==> src/rtl/bf_pkg.sv <==
// Shared pixel/window definitions for the local window generator and range kernel.
package bf_pkg;
  localparam int PIX_W    = 10;
  localparam int WIN_SIZE = 7;
  localparam int WIN_NUM  = WIN_SIZE * WIN_SIZE;

  typedef logic [PIX_W-1:0] pixel_t;

  function automatic int win_idx(input int dr, input int dc);
    return dr * WIN_SIZE + dc;
  endfunction
endpackage

==> src/rtl/line_buffer.sv <==
// One-line pixel delay: output is the pixel written DEPTH accepted pixels earlier.
module line_buffer
  import bf_pkg::*;
#(
  parameter int DEPTH = 64
) (
  input  logic   clk,
  input  logic   rst,
  input  logic   en_i,
  input  pixel_t din_i,
  output pixel_t dout_o
);
  localparam int AW = (DEPTH > 1) ? $clog2(DEPTH) : 1;
  localparam logic [AW-1:0] LAST = AW'(DEPTH - 1);

  pixel_t        mem_q [DEPTH];
  logic [AW-1:0] ptr_q;
  logic [AW-1:0] ptr_d;

  // Read-before-write at the same slot yields exactly DEPTH cycles of delay.
  assign dout_o = mem_q[ptr_q];

  always_comb begin
    ptr_d = (ptr_q == LAST) ? '0 : ptr_q + 1'b1;
  end

  always_ff @(posedge clk or posedge rst) begin
    if (rst) begin
      ptr_q <= '0;
    end else if (en_i) begin
      ptr_q <= ptr_d;
    end
  end

  always_ff @(posedge clk) begin
    if (en_i) begin
      mem_q[ptr_q] <= din_i;
    end
  end
endmodule

==> src/rtl/local_window_gen.sv <==
// Raster-scan 7x7 neighbourhood generator: six line delays feed a shifting window,
// which is registered to the output only at interior (non-border) positions.
module local_window_gen
  import bf_pkg::*;
#(
  parameter int IMG_W = 64,
  parameter int IMG_H = 64
) (
  input  logic                 clk,
  input  logic                 rst,
  input  pixel_t               pixel_in,
  input  logic                 pixel_valid,
  output pixel_t [WIN_NUM-1:0] local_window,
  output logic                 local_window_valid,
  output logic                 frame_done
);
  localparam int CW = $clog2(IMG_W);
  localparam int RW = $clog2(IMG_H);
  localparam logic [CW-1:0] COL_LAST = CW'(IMG_W - 1);
  localparam logic [RW-1:0] ROW_LAST = RW'(IMG_H - 1);
  localparam logic [CW-1:0] COL_MIN  = CW'(WIN_SIZE - 1);
  localparam logic [RW-1:0] ROW_MIN  = RW'(WIN_SIZE - 1);

  logic [CW-1:0] col_q, col_d;
  logic [RW-1:0] row_q, row_d;
  logic          emit;
  logic          last_pix;

  pixel_t lb_in  [WIN_SIZE-1];
  pixel_t lb_out [WIN_SIZE-1];
  pixel_t tap    [WIN_SIZE];

  pixel_t [WIN_NUM-1:0] win_q, win_d;
  pixel_t [WIN_NUM-1:0] win_out_q;
  logic                 win_vld_q;
  logic                 frame_done_q;

  // lb_out[k] carries row (row-6+k); the chain is fed from the live pixel at the top.
  always_comb begin
    for (int k = 0; k < WIN_SIZE - 1; k++) begin
      lb_in[k] = (k == WIN_SIZE - 2) ? pixel_in : lb_out[k+1];
      tap[k]   = lb_out[k];
    end
    tap[WIN_SIZE-1] = pixel_in;
  end

  for (genvar g = 0; g < WIN_SIZE - 1; g++) begin : g_lb
    line_buffer #(.DEPTH(IMG_W)) u_lb (
      .clk    (clk),
      .rst    (rst),
      .en_i   (pixel_valid),
      .din_i  (lb_in[g]),
      .dout_o (lb_out[g])
    );
  end

  always_comb begin
    win_d = win_q;
    for (int dr = 0; dr < WIN_SIZE; dr++) begin
      for (int dc = 0; dc < WIN_SIZE - 1; dc++) begin
        win_d[win_idx(dr, dc)] = win_q[win_idx(dr, dc + 1)];
      end
      win_d[win_idx(dr, WIN_SIZE - 1)] = tap[dr];
    end
  end

  always_comb begin
    last_pix = (col_q == COL_LAST) && (row_q == ROW_LAST);
    emit     = pixel_valid && (col_q >= COL_MIN) && (row_q >= ROW_MIN);
    col_d    = (col_q == COL_LAST) ? '0 : col_q + 1'b1;
    row_d    = row_q;
    if (col_q == COL_LAST) begin
      row_d = (row_q == ROW_LAST) ? '0 : row_q + 1'b1;
    end
  end

  always_ff @(posedge clk) begin
    if (pixel_valid) begin
      win_q <= win_d;
    end
  end

  // Border gating guarantees every captured column belongs to the current line and frame.
  always_ff @(posedge clk or posedge rst) begin
    if (rst) begin
      col_q        <= '0;
      row_q        <= '0;
      win_vld_q    <= 1'b0;
      frame_done_q <= 1'b0;
      win_out_q    <= '0;
    end else begin
      win_vld_q    <= emit;
      frame_done_q <= pixel_valid && last_pix;
      if (pixel_valid) begin
        col_q <= col_d;
        row_q <= row_d;
      end
      if (emit) begin
        win_out_q <= win_d;
      end
    end
  end

  assign local_window       = win_out_q;
  assign local_window_valid = win_vld_q;
  assign frame_done         = frame_done_q;
endmodule
==> config.mk <==
export PLATFORM = sky130hd
export DESIGN_NAME = local_window_gen
export DESIGN_NICKNAME = d
export VERILOG_FILES = /design/src/rtl/bf_pkg.sv /design/src/rtl/line_buffer.sv /design/src/rtl/local_window_gen.sv
export SDC_FILE = /design/constraint.sdc
export NUM_CORES = 2
export LEC_CHECK = 0
export BUFFER_PORTS_ARGS = -buffer_cell sky130_fd_sc_hd__buf_2
export CAP_MARGIN = 10
export CORE_MARGIN = 2
export CORE_UTILIZATION = 35
export DETAILED_ROUTE_END_ITERATION = 8
export HOLD_SLACK_MARGIN = 0.06
export PLACE_DENSITY = 0.6
export SLEW_MARGIN = 5
export SYNTH_ARGS = -nofsm -noshare
export SYNTH_HDL_FRONTEND = slang
export SYNTH_SLANG_ARGS = --single-unit
==> constraint.sdc <==
create_clock -name clk -period 22.1 [get_ports clk]
set_clock_uncertainty 0.1 [all_clocks]
set_input_delay 4.42 -clock clk [delete_from_list [all_inputs] [get_ports clk]]
set_output_delay 4.42 -clock clk [all_outputs]
set_load 0.02 [all_outputs]
==> results.ini <==
[outcome]
run_status = completed

[clocking]
post_cts_resized = 0
post_cts_buffers = 0
worst_skew_pair_later_pin_latency_ns = 1.06
cts_hold_buf = 0
tritoncts = yes
cts-buffers-inserted = 478
cts.sink_count = 4800
cts.path.max_buffers = 4
reg_clk_slew_reported_paths_ns = 0.06
clock_tree.root_cell = sky130_fd_sc_hd__clkbuf_16
ctsHtreeMaxLevel = 5

[timing]
finalSetupTns_ns = 0
finalHoldViolations = 0
slew_violations = 0
setup_viol = 0
fin_ws_ns = 14.89
tmin_final_ns = 7.21
max_slew.worst_pin.slew_ns = 1.13
hold_slack_ns = 0.327
timing.max_slew.rel_slack_pct = 24.4
max_freq_ghz = 0.139
unrepaired_setup_endpoints_after_global_routing = false
post-route-period-util_pct = 32.6

[pwr]
power.density_cell_area_nw_per_um2 = 143
p_leak_uw = 0.0754
power.total_uw = 30000
ir_worst_vdd_mv = 0.298

[synthesis]
post_synthesis_simple_gate_area_fraction_pct = 3.18
yosys.cell_types.count = 44
synth_top_area_cell = sky130_fd_sc_hd__edfxtp_1
synth_top_area_share_pct = 69.6
portion_of_the_post_synthesis_area_used_by_sequential_elements_pct = 77.0
post_synth_main_area_contributors = sky130_fd_sc_hd__edfxtp_1, sky130_fd_sc_hd__mux2i_1, sky130_fd_sc_hd__dfrtp_1
post_synth_instance_area_sq_um = 184000
combinational_family_with_the_most_area_after_synthesis = multiplexers
yosys.area_share.adder_pct = 0.0681
register_bit_total_from_synthesis = 4800
synth-compound-area-share_pct = 4.32
synth_xor_xnor_area_share_pct = 0.100
synth.mux.area_fraction_pct = 13.5
syn_inst = 10400
most_used_flip_flop_cell_after_synthesis = sky130_fd_sc_hd__edfxtp_1
synthesis.yosys.warnings = 0
postSynthNetCount = 10400
asyncSetResetFlopFracSynth_pct = 11.3
syn-mean-instance-area_sq_um = 17.7
synth-edff-count = 4260

[worst_hold_path]
path_type_of_the_worst_min_delay_path = reg -> reg
timing.hold.worst.start = win_d[384]

[die]
core_region_area_sq_um = 524000
die_footprint_sq_um = 531000
boundaryPins = 505
effective_utilization_at_floorplan_pct = 35.1
die_w_microns = 729
floorplan.die.height_microns = 729
placement_rows = 266

[worst_setup_path]
worstReg2RegStart = g_lb[5].u_lb.ptr_q[0]
critical-path-slowest-cell = sky130_fd_sc_hd__nor2_1
crit_path_frequent_cell = sky130_fd_sc_hd__buf_4
critPathArrivalTime_ns = 7.68
timing.critical_path.from = pixel_valid
crit_chain = buf_8 -> buf_4 -> buf_4 -> nand3_1 -> nor2_1
required_worst_endpoint_ns = 22.57
worst-path-buf-inv = 3
criticalPathCategory = in -> reg
crit_path_end_kind = flip-flop
worst_path_dominant_cell_family = simple AND/OR/NAND/NOR gates
worst_path_largest_cell_delay_ns = 1.09
start_kind = primary input
crit_fanout = 36

[final_layout]
mostFrequentLayoutCell = sky130_fd_sc_hd__edfxtp_1
layout-drive-gt1-share_pct = 17.1
design.final.nets = 10900
area_growth_syn_to_layout_pct = 13.7
commonest_non_fill_non_tap_cells_in_the_layout = sky130_fd_sc_hd__edfxtp_1, sky130_fd_sc_hd__mux2i_1, sky130_fd_sc_hd__a22oi_1, sky130_fd_sc_hd__dfrtp_1, sky130_fd_sc_hd__buf_2
final_util_pct = 39.9

[place]
dp_worst_setup_slack_ns = 13.87
port_buffers = 504
place.detailed.hpwl_microns = 262000
final_wtd_congestion = 0.815

[routing]
num_vias = 93500
drcViolationCount = 0
drt-vias-per-instance = 5.11
route.detailed.wl_per_inst_microns = 24.4
drt.antenna.violating_nets = 0
drt-pass1-iter-count = 7
wirelength_microns = 447000
drt_first_iter_violations = 9243

[global_route]
grt_pass1_vias = 91700
total_gr_overflow = 0
wire_length_of_the_first_global_routing_pass_microns = 645000
grt.total_usage_pct = 16.2
grt_max_degree = 157
number_of_antenna_violations_at_the_first_check_in_global_routing = 13

[flow_run]
max_cap_viol_count = 0

==> logic make-up (layout without fill, tap and decap cells) <==
kind of cell | Yosys count | in the layout
flip-flops | 4800 | 4800
multiplexers | 2418 | 2418
AND/OR/NAND/NOR | 1286 | 1286
AO/OA/AOI/OAI | 1238 | 1238
buffers and inverters | 603 | 1553
XOR/XNOR | 21 | 21
adder cells (fa/ha/maj) | 10 | 10
other | 0 | 9
==> registers in the layout, summed over array words and instances, names as in the netlist <==
| register | flops |
|---|---|
| g_lb.u_lb.mem_q | 3840 |
| frame_done | 1 |
| local_window_valid | 1 |
| local_window | 490 |
| win_d | 420 |
| g_lb.u_lb.ptr_q | 36 |
| col_q | 6 |
| row_q | 6 |
==> worst reg2reg max path, cell delays in order, from the launching register on <==
cell and delay [ns]:
sky130_fd_sc_hd__dfrtp_4 0.98, sky130_fd_sc_hd__buf_4 0.87, sky130_fd_sc_hd__buf_4 0.69, sky130_fd_sc_hd__buf_4 0.65, sky130_fd_sc_hd__mux2i_1 0.31, sky130_fd_sc_hd__a21oi_1 0.12, sky130_fd_sc_hd__nand3_1 0.19, sky130_fd_sc_hd__nand4_1 0.27
sky130_fd_sc_hd__or3_2 0.55, sky130_fd_sc_hd__buf_4 0.35, sky130_fd_sc_hd__mux2_2 0.56
==> Yosys cell counts (21+ instances only) <==
cell type	number
sky130_fd_sc_hd__mux2i_1	1921
sky130_fd_sc_hd__buf_2	359
sky130_fd_sc_hd__buf_4	41
sky130_fd_sc_hd__nand2_1	391
sky130_fd_sc_hd__nand3_1	237
sky130_fd_sc_hd__edfxtp_1	4260
sky130_fd_sc_hd__a22oi_1	541
sky130_fd_sc_hd__nor2_1	413
sky130_fd_sc_hd__buf_1	30
sky130_fd_sc_hd__o21ai_1	125
sky130_fd_sc_hd__dfrtp_1	540
sky130_fd_sc_hd__o21ai_0	82
sky130_fd_sc_hd__o22ai_1	290
sky130_fd_sc_hd__clkbuf_1	86
sky130_fd_sc_hd__nand4_1	75
sky130_fd_sc_hd__a21oi_1	186
sky130_fd_sc_hd__buf_6	76
sky130_fd_sc_hd__mux2_2	497
sky130_fd_sc_hd__nor2b_1	21
sky130_fd_sc_hd__or3_1	65
==> metrics by stage <==
stage / instance area (sq um) / std cells
final: 209000 / 18300
after detailed placement: 193000 / 17400
after global placement: 193000 / 17400
after floorplan: 184000 / 10400
after CTS: 209000 / 18300
after global routing: 209000 / 18300
==> final timing paths <==
kind	to	depth (start not counted)	slack, ns
max	g_lb[4].u_lb.mem_q[35][3]	5	14.89
max in group asynchronous	local_window[123]	5	15.41
min reg2reg	win_d[374]	0	0.33
min in group asynchronous	local_window[220]	2	3.38
min	win_d[374]	0	0.33
max reg2reg	local_window[418]	10	16.32
==> per-layer routing <==
layer  share of wire (%)  track usage, %
met5              0.0029               0
met4                 3.0            4.78
met3                 6.3            2.70
met2                  46            25.5
met1                  44            23.1
==> final cells by class <==
type	count	area, sq um
Fill cell	47100	315000
Sequential cell	4800	141000
Multi-Input combinational cell	4973	39100
Clock buffer	632	13000
Tap cell	6968	8720
Timing Repair Buffer	651	3760
Clock inverter	262	2840
Inverter	8	37.5
Antenna cell	9	22.5
==> power by group <==
group / internal, uW / switching [uW] / leakage [uW] / total (uW)
combinational: 1610 / 6650 / 0.0214 / 8250
sequential: 13200 / 358 / 0.0462 / 13600
clock: 4670 / 3460 / 0.00774 / 8120
(Power assumes the default switching activity.)
